<file path="config.mk">
export PLATFORM = sky130hd
export DESIGN_NAME = kernel_stream_top
export DESIGN_NICKNAME = d
export VERILOG_FILES = /design/src/rtl/kernel_stream_pkg.sv /design/src/rtl/kernel_stream_fifo.sv /design/src/rtl/kernel_stream_top.sv
export SDC_FILE = /design/constraint.sdc
export NUM_CORES = 1
export LEC_CHECK = 0
export ABC_AREA = 1
export BUFFER_PORTS_ARGS = -buffer_cell sky130_fd_sc_hd__buf_2
export CORE_MARGIN = 8
export CORE_UTILIZATION = 59
export DETAILED_ROUTE_END_ITERATION = 10
export GPL_ROUTABILITY_DRIVEN = 0
export PLACE_DENSITY = 0.8
export SLEW_MARGIN = 40
export SYNTH_ARGS = -nofsm -noshare
export SYNTH_HDL_FRONTEND = slang
export SYNTH_SLANG_ARGS = --single-unit
</file>
<file path="constraint.sdc">
create_clock -name clk -period 3.8 [get_ports clk]
set_clock_uncertainty 0.2 [all_clocks]
set_input_delay 0.38 -clock clk [delete_from_list [all_inputs] [get_ports clk]]
set_output_delay 0.38 -clock clk [all_outputs]
set_load 0.01 [all_outputs]
</file>
<file path="src/rtl/kernel_stream_pkg.sv">
// kernel_stream_pkg: shared encodings and width helpers for the kernel stream block.
package kernel_stream_pkg;

   // Second-stage operator encodings
   localparam int unsigned KS_MODE_ADD = 0;
   localparam int unsigned KS_MODE_MUL = 1;

   // Width of a counter that must hold 0..depth inclusive
   function automatic int unsigned ks_occ_width(input int unsigned depth);
      return $clog2(depth + 1);
   endfunction

endpackage

</file>
<file path="src/rtl/kernel_stream_fifo.sv">
// kernel_stream_fifo: first-word-fall-through FIFO with occupancy count.
// DEPTH must be a power of two so the pointers wrap naturally.
module kernel_stream_fifo
   import kernel_stream_pkg::*;
#(
   parameter int unsigned WIDTH = 32,
   parameter int unsigned DEPTH = 4,
   localparam int unsigned CntW = ks_occ_width(DEPTH)
) (
   input  logic             clk,
   input  logic             rst,
   input  logic             i_wr_en,
   input  logic [WIDTH-1:0] i_wr_data,
   input  logic             i_rd_en,
   output logic [WIDTH-1:0] o_rd_data,
   output logic             o_valid,
   output logic [CntW-1:0]  o_count
);

   localparam int unsigned PtrW = $clog2(DEPTH);

   logic [WIDTH-1:0] r_mem [DEPTH];
   logic [PtrW-1:0]  r_wr_ptr;
   logic [PtrW-1:0]  r_rd_ptr;
   logic [CntW-1:0]  r_count;
   logic             w_rd;

   // A read only happens when there is a head entry to pop
   assign w_rd      = i_rd_en && (r_count != '0);
   assign o_valid   = (r_count != '0);
   assign o_rd_data = r_mem[r_rd_ptr];
   assign o_count   = r_count;

   // Storage array: written at the tail, never reset
   always_ff @(posedge clk) begin
      if (i_wr_en) begin
         r_mem[r_wr_ptr] <= i_wr_data;
      end
   end

   // Pointers and count; simultaneous write and read leave the count unchanged
   always_ff @(posedge clk) begin
      if (rst) begin
         r_wr_ptr <= '0;
         r_rd_ptr <= '0;
         r_count  <= '0;
      end else begin
         if (i_wr_en) begin
            r_wr_ptr <= r_wr_ptr + PtrW'(1);
         end
         if (w_rd) begin
            r_rd_ptr <= r_rd_ptr + PtrW'(1);
         end
         unique case ({i_wr_en, w_rd})
            2'b10:   r_count <= r_count + CntW'(1);
            2'b01:   r_count <= r_count - CntW'(1);
            default: r_count <= r_count;
         endcase
      end
   end

endmodule

</file>
<file path="src/rtl/kernel_stream_top.sv">
// kernel_stream_top: multi-lane two-stage kernel (local1 = vin0 + vin1, vout = f(local1, local1))
// behind a valid/ready stream interface with a credit-guarded output FIFO.
// Define KERNEL_STREAM_SAT_EN for unsigned saturating arithmetic and a live sat_hit flag;
// otherwise both stages wrap and sat_hit is tied low.
module kernel_stream_top
   import kernel_stream_pkg::*;
#(
   parameter int unsigned DATAW      = 32,
   parameter int unsigned LANES      = 1,
   parameter int unsigned MODE       = KS_MODE_ADD,
   parameter int unsigned FIFO_DEPTH = 4
) (
   input  logic                   clk,
   input  logic                   rst,
   input  logic                   stall,
   input  logic                   in_valid,
   output logic                   in_ready,
   input  logic [LANES*DATAW-1:0] ka_vin0,
   input  logic [LANES*DATAW-1:0] ka_vin1,
   output logic                   out_valid,
   input  logic                   out_ready,
   output logic [LANES*DATAW-1:0] ka_vout,
   output logic                   sat_hit
);

   localparam int unsigned OccW  = ks_occ_width(FIFO_DEPTH);
   localparam int unsigned LaneW = LANES * DATAW;

   logic                        w_in_ready;
   logic                        w_in_fire;
   logic                        w_fifo_wr;
   logic [OccW-1:0]             w_fifo_count;
   logic [OccW-1:0]             w_occ;
   logic                        r_s1_valid;
   logic                        r_s2_valid;
   logic [LANES-1:0][DATAW-1:0] r_s1_data;
   logic [LANES-1:0][DATAW-1:0] r_s2_data;
   logic [LANES-1:0][DATAW-1:0] w_s1_d;
   logic [LANES-1:0][DATAW-1:0] w_s2_d;
`ifdef KERNEL_STREAM_SAT_EN
   logic [LANES-1:0]            w_s1_ovf;
   logic [LANES-1:0]            w_s2_ovf;
   logic                        r_s1_sat;
   logic                        r_sat_hit;
`endif

   // Every accepted beat holds a credit until it leaves the FIFO, so occ never exceeds depth
   assign w_occ      = OccW'(r_s1_valid) + OccW'(r_s2_valid) + w_fifo_count;
   assign w_in_ready = !rst && !stall && (w_occ < OccW'(FIFO_DEPTH));
   assign w_in_fire  = in_valid && w_in_ready;
   assign w_fifo_wr  = !stall && r_s2_valid;
   assign in_ready   = w_in_ready;

   for (genvar g = 0; g < LANES; g++) begin : g_lane
      logic [DATAW-1:0] w_a;
      logic [DATAW-1:0] w_b;
      assign w_a = ka_vin0[g*DATAW +: DATAW];
      assign w_b = ka_vin1[g*DATAW +: DATAW];
`ifdef KERNEL_STREAM_SAT_EN
      logic [DATAW:0] w_sum;
      assign w_sum       = {1'b0, w_a} + {1'b0, w_b};
      assign w_s1_ovf[g] = w_sum[DATAW];
      assign w_s1_d[g]   = w_sum[DATAW] ? '1 : w_sum[DATAW-1:0];
      if (MODE == KS_MODE_MUL) begin : g_mul
         logic [2*DATAW-1:0] w_prod;
         assign w_prod      = {{DATAW{1'b0}}, r_s1_data[g]} * {{DATAW{1'b0}}, r_s1_data[g]};
         assign w_s2_ovf[g] = |w_prod[2*DATAW-1:DATAW];
         assign w_s2_d[g]   = w_s2_ovf[g] ? '1 : w_prod[DATAW-1:0];
      end else begin : g_add
         logic [DATAW:0] w_dbl;
         assign w_dbl       = {1'b0, r_s1_data[g]} + {1'b0, r_s1_data[g]};
         assign w_s2_ovf[g] = w_dbl[DATAW];
         assign w_s2_d[g]   = w_dbl[DATAW] ? '1 : w_dbl[DATAW-1:0];
      end
`else
      assign w_s1_d[g] = w_a + w_b;
      if (MODE == KS_MODE_MUL) begin : g_mul
         assign w_s2_d[g] = r_s1_data[g] * r_s1_data[g];
      end else begin : g_add
         assign w_s2_d[g] = r_s1_data[g] + r_s1_data[g];
      end
`endif
   end

   // Stage valid bits advance together unless stalled
   always_ff @(posedge clk) begin
      if (rst) begin
         r_s1_valid <= 1'b0;
         r_s2_valid <= 1'b0;
      end else if (!stall) begin
         r_s1_valid <= w_in_fire;
         r_s2_valid <= r_s1_valid;
      end
   end

   // Stage data registers hold during stall; not reset
   always_ff @(posedge clk) begin
      if (!stall) begin
         r_s1_data <= w_s1_d;
         r_s2_data <= w_s2_d;
      end
   end

`ifdef KERNEL_STREAM_SAT_EN
   // Stage-1 saturation marker travels alongside the S1 data
   always_ff @(posedge clk) begin
      if (!stall) begin
         r_s1_sat <= |w_s1_ovf;
      end
   end

   // Sticky flag raised when S2 captures a beat that saturated in either stage
   always_ff @(posedge clk) begin
      if (rst) begin
         r_sat_hit <= 1'b0;
      end else if (!stall && r_s1_valid && (r_s1_sat || (|w_s2_ovf))) begin
         r_sat_hit <= 1'b1;
      end
   end

   assign sat_hit = r_sat_hit;
`else
   assign sat_hit = 1'b0;
`endif

   kernel_stream_fifo #(
      .WIDTH (LaneW),
      .DEPTH (FIFO_DEPTH)
   ) u_fifo (
      .clk       (clk),
      .rst       (rst),
      .i_wr_en   (w_fifo_wr),
      .i_wr_data (r_s2_data),
      .i_rd_en   (out_ready),
      .o_rd_data (ka_vout),
      .o_valid   (out_valid),
      .o_count   (w_fifo_count)
   );

endmodule

</file>
; ---- Word-level counts from Yosys, hierarchy flattened
; Memories as Yosys holds them, arrays and structs flattened. A register that Yosys moved wholly into a read port is not among the register bits.
; Index checks and enable logic that the tools add are counted.
[classes]
addsub = 8
n_eq_ne = 2
n_mux = 5
reduce_logical = 9
order_cmp = 1
[ops]
columns = operator, n
row1 = adder 32 bit, 2
row2 = one-hot mux 3 bit (2 select lines), 1
row3 = logical AND 1 bit, 5
row4 = adder 2 x 1 -> 2 bit (second input constant), 2
row5 = 2-to-1 mux 2 bit, 2
row6 = adder 2 x 3 -> 3 bit, 1
row7 = adder 3 x 1 -> 3 bit (second input constant), 1
row8 = less-than comparator 3 bit (second input constant), 1
row9 = nonzero test 3 bit, 1
row10 = subtractor 3 x 1 -> 3 bit (second input constant), 1
row11 = adder 1 x 1 -> 2 bit, 1
row12 = equality test 2 x 1 -> 1 bit (second input constant), 1
row13 = equality test 2 bit (second input constant), 1
row14 = logical NOT 1 bit, 2
row15 = 2-to-1 mux 1 bit, 2
row16 = nonzero test 2 bit, 1
[totals]
in_bits = 69
mem_bits_rw = 128
reg_bits = 73
n_memories = 1
word_cells = 33
out_inout_bits = 35
[memory_table]
columns = memory, depth, word_bits, read_ports, rd_clocked_by_memory_dff, write_ports, line
row1 = u_fifo.r_mem, 4, 32, 1, 1, 1, kernel_stream_fifo.sv:22  ; logic [WIDTH-1:0] r_mem [DEPTH];

; ---- Longest topological paths before layout
[depth]
ltp_word = 5
mapped_depth = 12
depth_no_buf = 12

; ---- By module
; From an unflattened synthesis, not the netlist that was laid out.
[hier_totals]
cells_unflattened = 919
area_unflattened_um2 = 9486.6
[modules_own_cells]
columns = module, cells_each, area_each_um2, seq_area_each_um2, instances
row1 = kernel_stream_fifo, 374, 5242.5, 4023.9, 1
row2 = kernel_stream_top, 545, 4244.1, 1901.8, 1

; ---- Worst setup path before layout
; Ideal clock, no wire load.
[synth_path]
path_type = input-to-reg
from = input port stall
to = memory u_fifo.r_mem[0][10] (enable)
path_buffers = 0
setup_time_ns = 0.419
arrival_time_ns = 2.039
path_stages = 3
required_ns = 3.181
path_slack_ns = 1.142
path_cell_list = nor2_1 > clkinv_1 > nor2_1
[synth_via]
elab_chain_len = 4
[synth_lines]
columns = item, line
row1 = "start, declared", kernel_stream_top.sv:15  ; input logic stall,
row2 = logical NOT 1 bit, n/a
row3 = logical AND 1 bit, kernel_stream_top.sv:51  ; assign w_fifo_wr = !stall && r_s2_valid;
row4 = 2-to-1 mux 1 bit, kernel_stream_fifo.sv:36  ; if (i_wr_en) begin
row5 = 2-to-1 mux 1 bit (not written as such), kernel_stream_fifo.sv:37  ; r_mem[r_wr_ptr] <= i_wr_data;
row6 = "end, declared", kernel_stream_fifo.sv:22
; Every way passes these cells.

==> results.txt <==
GR Util All Layers - 18.3%
Ports - 104
Final Hold Slack - 0.0566 ns
CTS resizes - 0
Critical Path Max Stage Delay - 0.45 ns
crit path cell chain - clkinv_1, buf_4, o21ai_0, o22ai_1, buf_2
WS Path Type - flop to primary output
placed cells - 1203
number of clock sinks - 197
1st-pass router iterations - 6
P per Cell Area - 506 nW/µm²
mean post-synth cell area - 10.2 µm²
WP buf/inv - 3
global-route wire length before repair - 28600 µm
Sum Neg Setup Slack - 0 ns
Initial Utilization - 60.5%
EDFF count, synth - 186
global-route met2 utilization - 31.8%
global routing's busiest layer - met2
vias in the first global route - 6189
dpl hpwl - 12300 µm
crit end category - primary output
post-synthesis adder-cell area fraction - 5.32%
sw frac - 26.0%
CTS buffer count - 17
# setup viols final - 0
CP max-delay cell - buf_4
core area - 15300 µm²
Post-CTS Setup Bufs - 0
Max Freq - 353 MHz
RSZ-0062 raised after global routing - false
worst hold path type - input port to flop
Die ar. - 19900 µm²
actual slew at the worst max-slew pin - 0.678 ns
Initial DRC Count - 452
xor and xnor area share after synthesis - 1.52%
overall power - 5.36 mW
area of the multi-input gates - 2900 µm²
post-route insts no fill - 1234
Synth Flop Type - edfxtp_1
Root Buffer - clkbuf_16
Post-Synth Simple-Gate Area - 16.8%
pin count of the biggest net entering global routing - 63
layout filler cell count - 1101
Final Critical Period - 2.84 ns
initial antenna violation count - 0
Distinct cells, synth - 28
WL per Instance - 14.5 µm
sequential power share - 48.9%
grt ovf - 0
Slew Limit Headroom - 54.8%
mux contribution to synthesized area - 0%
n_diodes - 0
Mapped Cells - 903
largest family of logic cells by synthesized area - simple AND/OR/NAND/NOR gates
Ys Warns - 0
Clock transition at path regs - 0.06 ns
via count - 6380
final max-slew violation count - 0
Rows - 45
worst-path maximum fanout - 44
final design utilization - 69.5%
ys async rst share - 0%
Residual DRC - 0
Cell Int Power - 3.97 mW
sequential share of the synthesized area - 62.9%
P&R area growth vs syn - 14.9%
Final Cycle Share - 74.6%
met3 usage - 4.19%
htree depth - 4
Longest Clk Path Bufs - 2
CTS Hold Bufs - 1
die height - 141 µm
status - finished, final reports clean
Port-buffer cells - 99
Routed WL - 17900 µm
clock latency on the worst-skew pair - 0.42 ns
Psw - 1.39 mW
compound-gate portion of the synthesized area - 7.61%
worst endpoint data arrival time - 2.26 ns
Worst VDD drop - 291 µV
flops & latches, synth - 197
Routed Antenna Nets - 0
Crit path max-delay family - buffers and inverters
Via density - 5.17
register area - 5810 µm²
M1 GR Usage - 21.6%
Critical Path Start Type - flop
Die Wd - 141 µm
Comb power frac - 17.6%
Final Hold Viols - 0
Mapped Area - 9230 µm²
MaxCap Viol Count - 0
Lkg Pwr - 4.59 nW
critical path data required time - 3.22 ns
CTS tree - yes
Nets - 1119
Clk network pwr share - 33.5%
share of cells above drive strength 1 - 15.2%
## cells in the mapped netlist (all sizes together) (3+ instances only)
library cell  instances  area (µm²)
nand3                29         165
nor2                115         437
nor3                  6        30.0
o21ai                63         315
nor3b                 3        22.5
o22ai                31         194
a21oi                25         125
buf                   6        35.0
ha                   36         450
nand4                 4        25.0
dfxtp                11         220
xor2                 15         131
nand2               226         868
clkbuf               16        60.1
a211oi                3        22.5
edfxtp              186        5590
inv                 116         435
o21bai                3        22.5
## metrics by stage
step	setup WS (ns)	cell area, µm²
after global routing	0.816	10600
after detailed placement	1.31	10000
final	0.965	10600
after floorplan	1.14	9230
after CTS	0.932	10600
after global placement	1.36	10000
## cell type report
class | count | area share [%]
clock buffers | 19 | 4.08
clock inverters | 11 | 1.50
inverters | 118 | 4.18
multi-input cells | 567 | 27.3
flip-flops and latches | 197 | 54.8
well taps | 211 | 2.49
repair buffers | 111 | 5.66
## sequential cells by signal, indices dropped and copies added (netlist names), named ones only
signal,count
r_s2_valid,1
u_fifo.r_rd_ptr,2
u_fifo.o_count,3
r_s1_valid,1
r_s1_data,31
r_s2_data,31
u_fifo.r_wr_ptr,2
u_fifo.r_mem,124
## layer usage
layer	vias up	part of all wire, %
met5	-	0
met4	0	1.8
met3	27	5.5
met2	231	50
met1	2879	43
li1	3243	-
## cell usage in the layout, fill, tap and decap left out, types with 6 or more instances in the layout
master and count:
nand2_2 8, ha_1 36, nand3_1 25, nor2_2 6, nand2_1 218, o21ai_0 63, inv_1 115, buf_4 10
o22ai_1 31, nor3_1 6, xor2_1 15, buf_2 99, a21oi_1 25, nor2_1 109, dfxtp_1 11, clkbuf_16 17
edfxtp_1 186
## cell families (layout without fill, tap and decap cells)
kind of cell	after synthesis	count (layout)
other cells	1	2
xor+xnor	16	16
simple gates	383	383
flops	197	197
buf+inv	140	259
fa+ha+maj	38	38
compound gates	128	128
## worst paths after layout
check	startpoint	to	slack (ns)	cells after the start
worst max-delay path	flop	ka_vout[25]	0.96	5
worst min-delay path	stall	r_s2_valid$_SDFFE_PP0N_	0.06	2
worst max register to register	r_s2_valid$_SDFFE_PP0N_	u_fifo.r_mem[0][15]$_DFFE_PP_	1.63	5
worst min register to register	r_s1_data[17]$_DFFE_PN_	r_s2_data[18]$_DFFE_PN_	0.22	0
## power groups by stage
stage	Sequential, mW	Clock [mW]	Combinational, mW
final	2.62	1.80	0.945
after global routing	2.63	1.90	1.06
after CTS	2.62	1.82	0.951
after detailed placement	2.66	0	0.940
after global placement	2.65	0	0.919
after floorplan	2.63	0	0.644
Power figures use the tool's default switching activity.
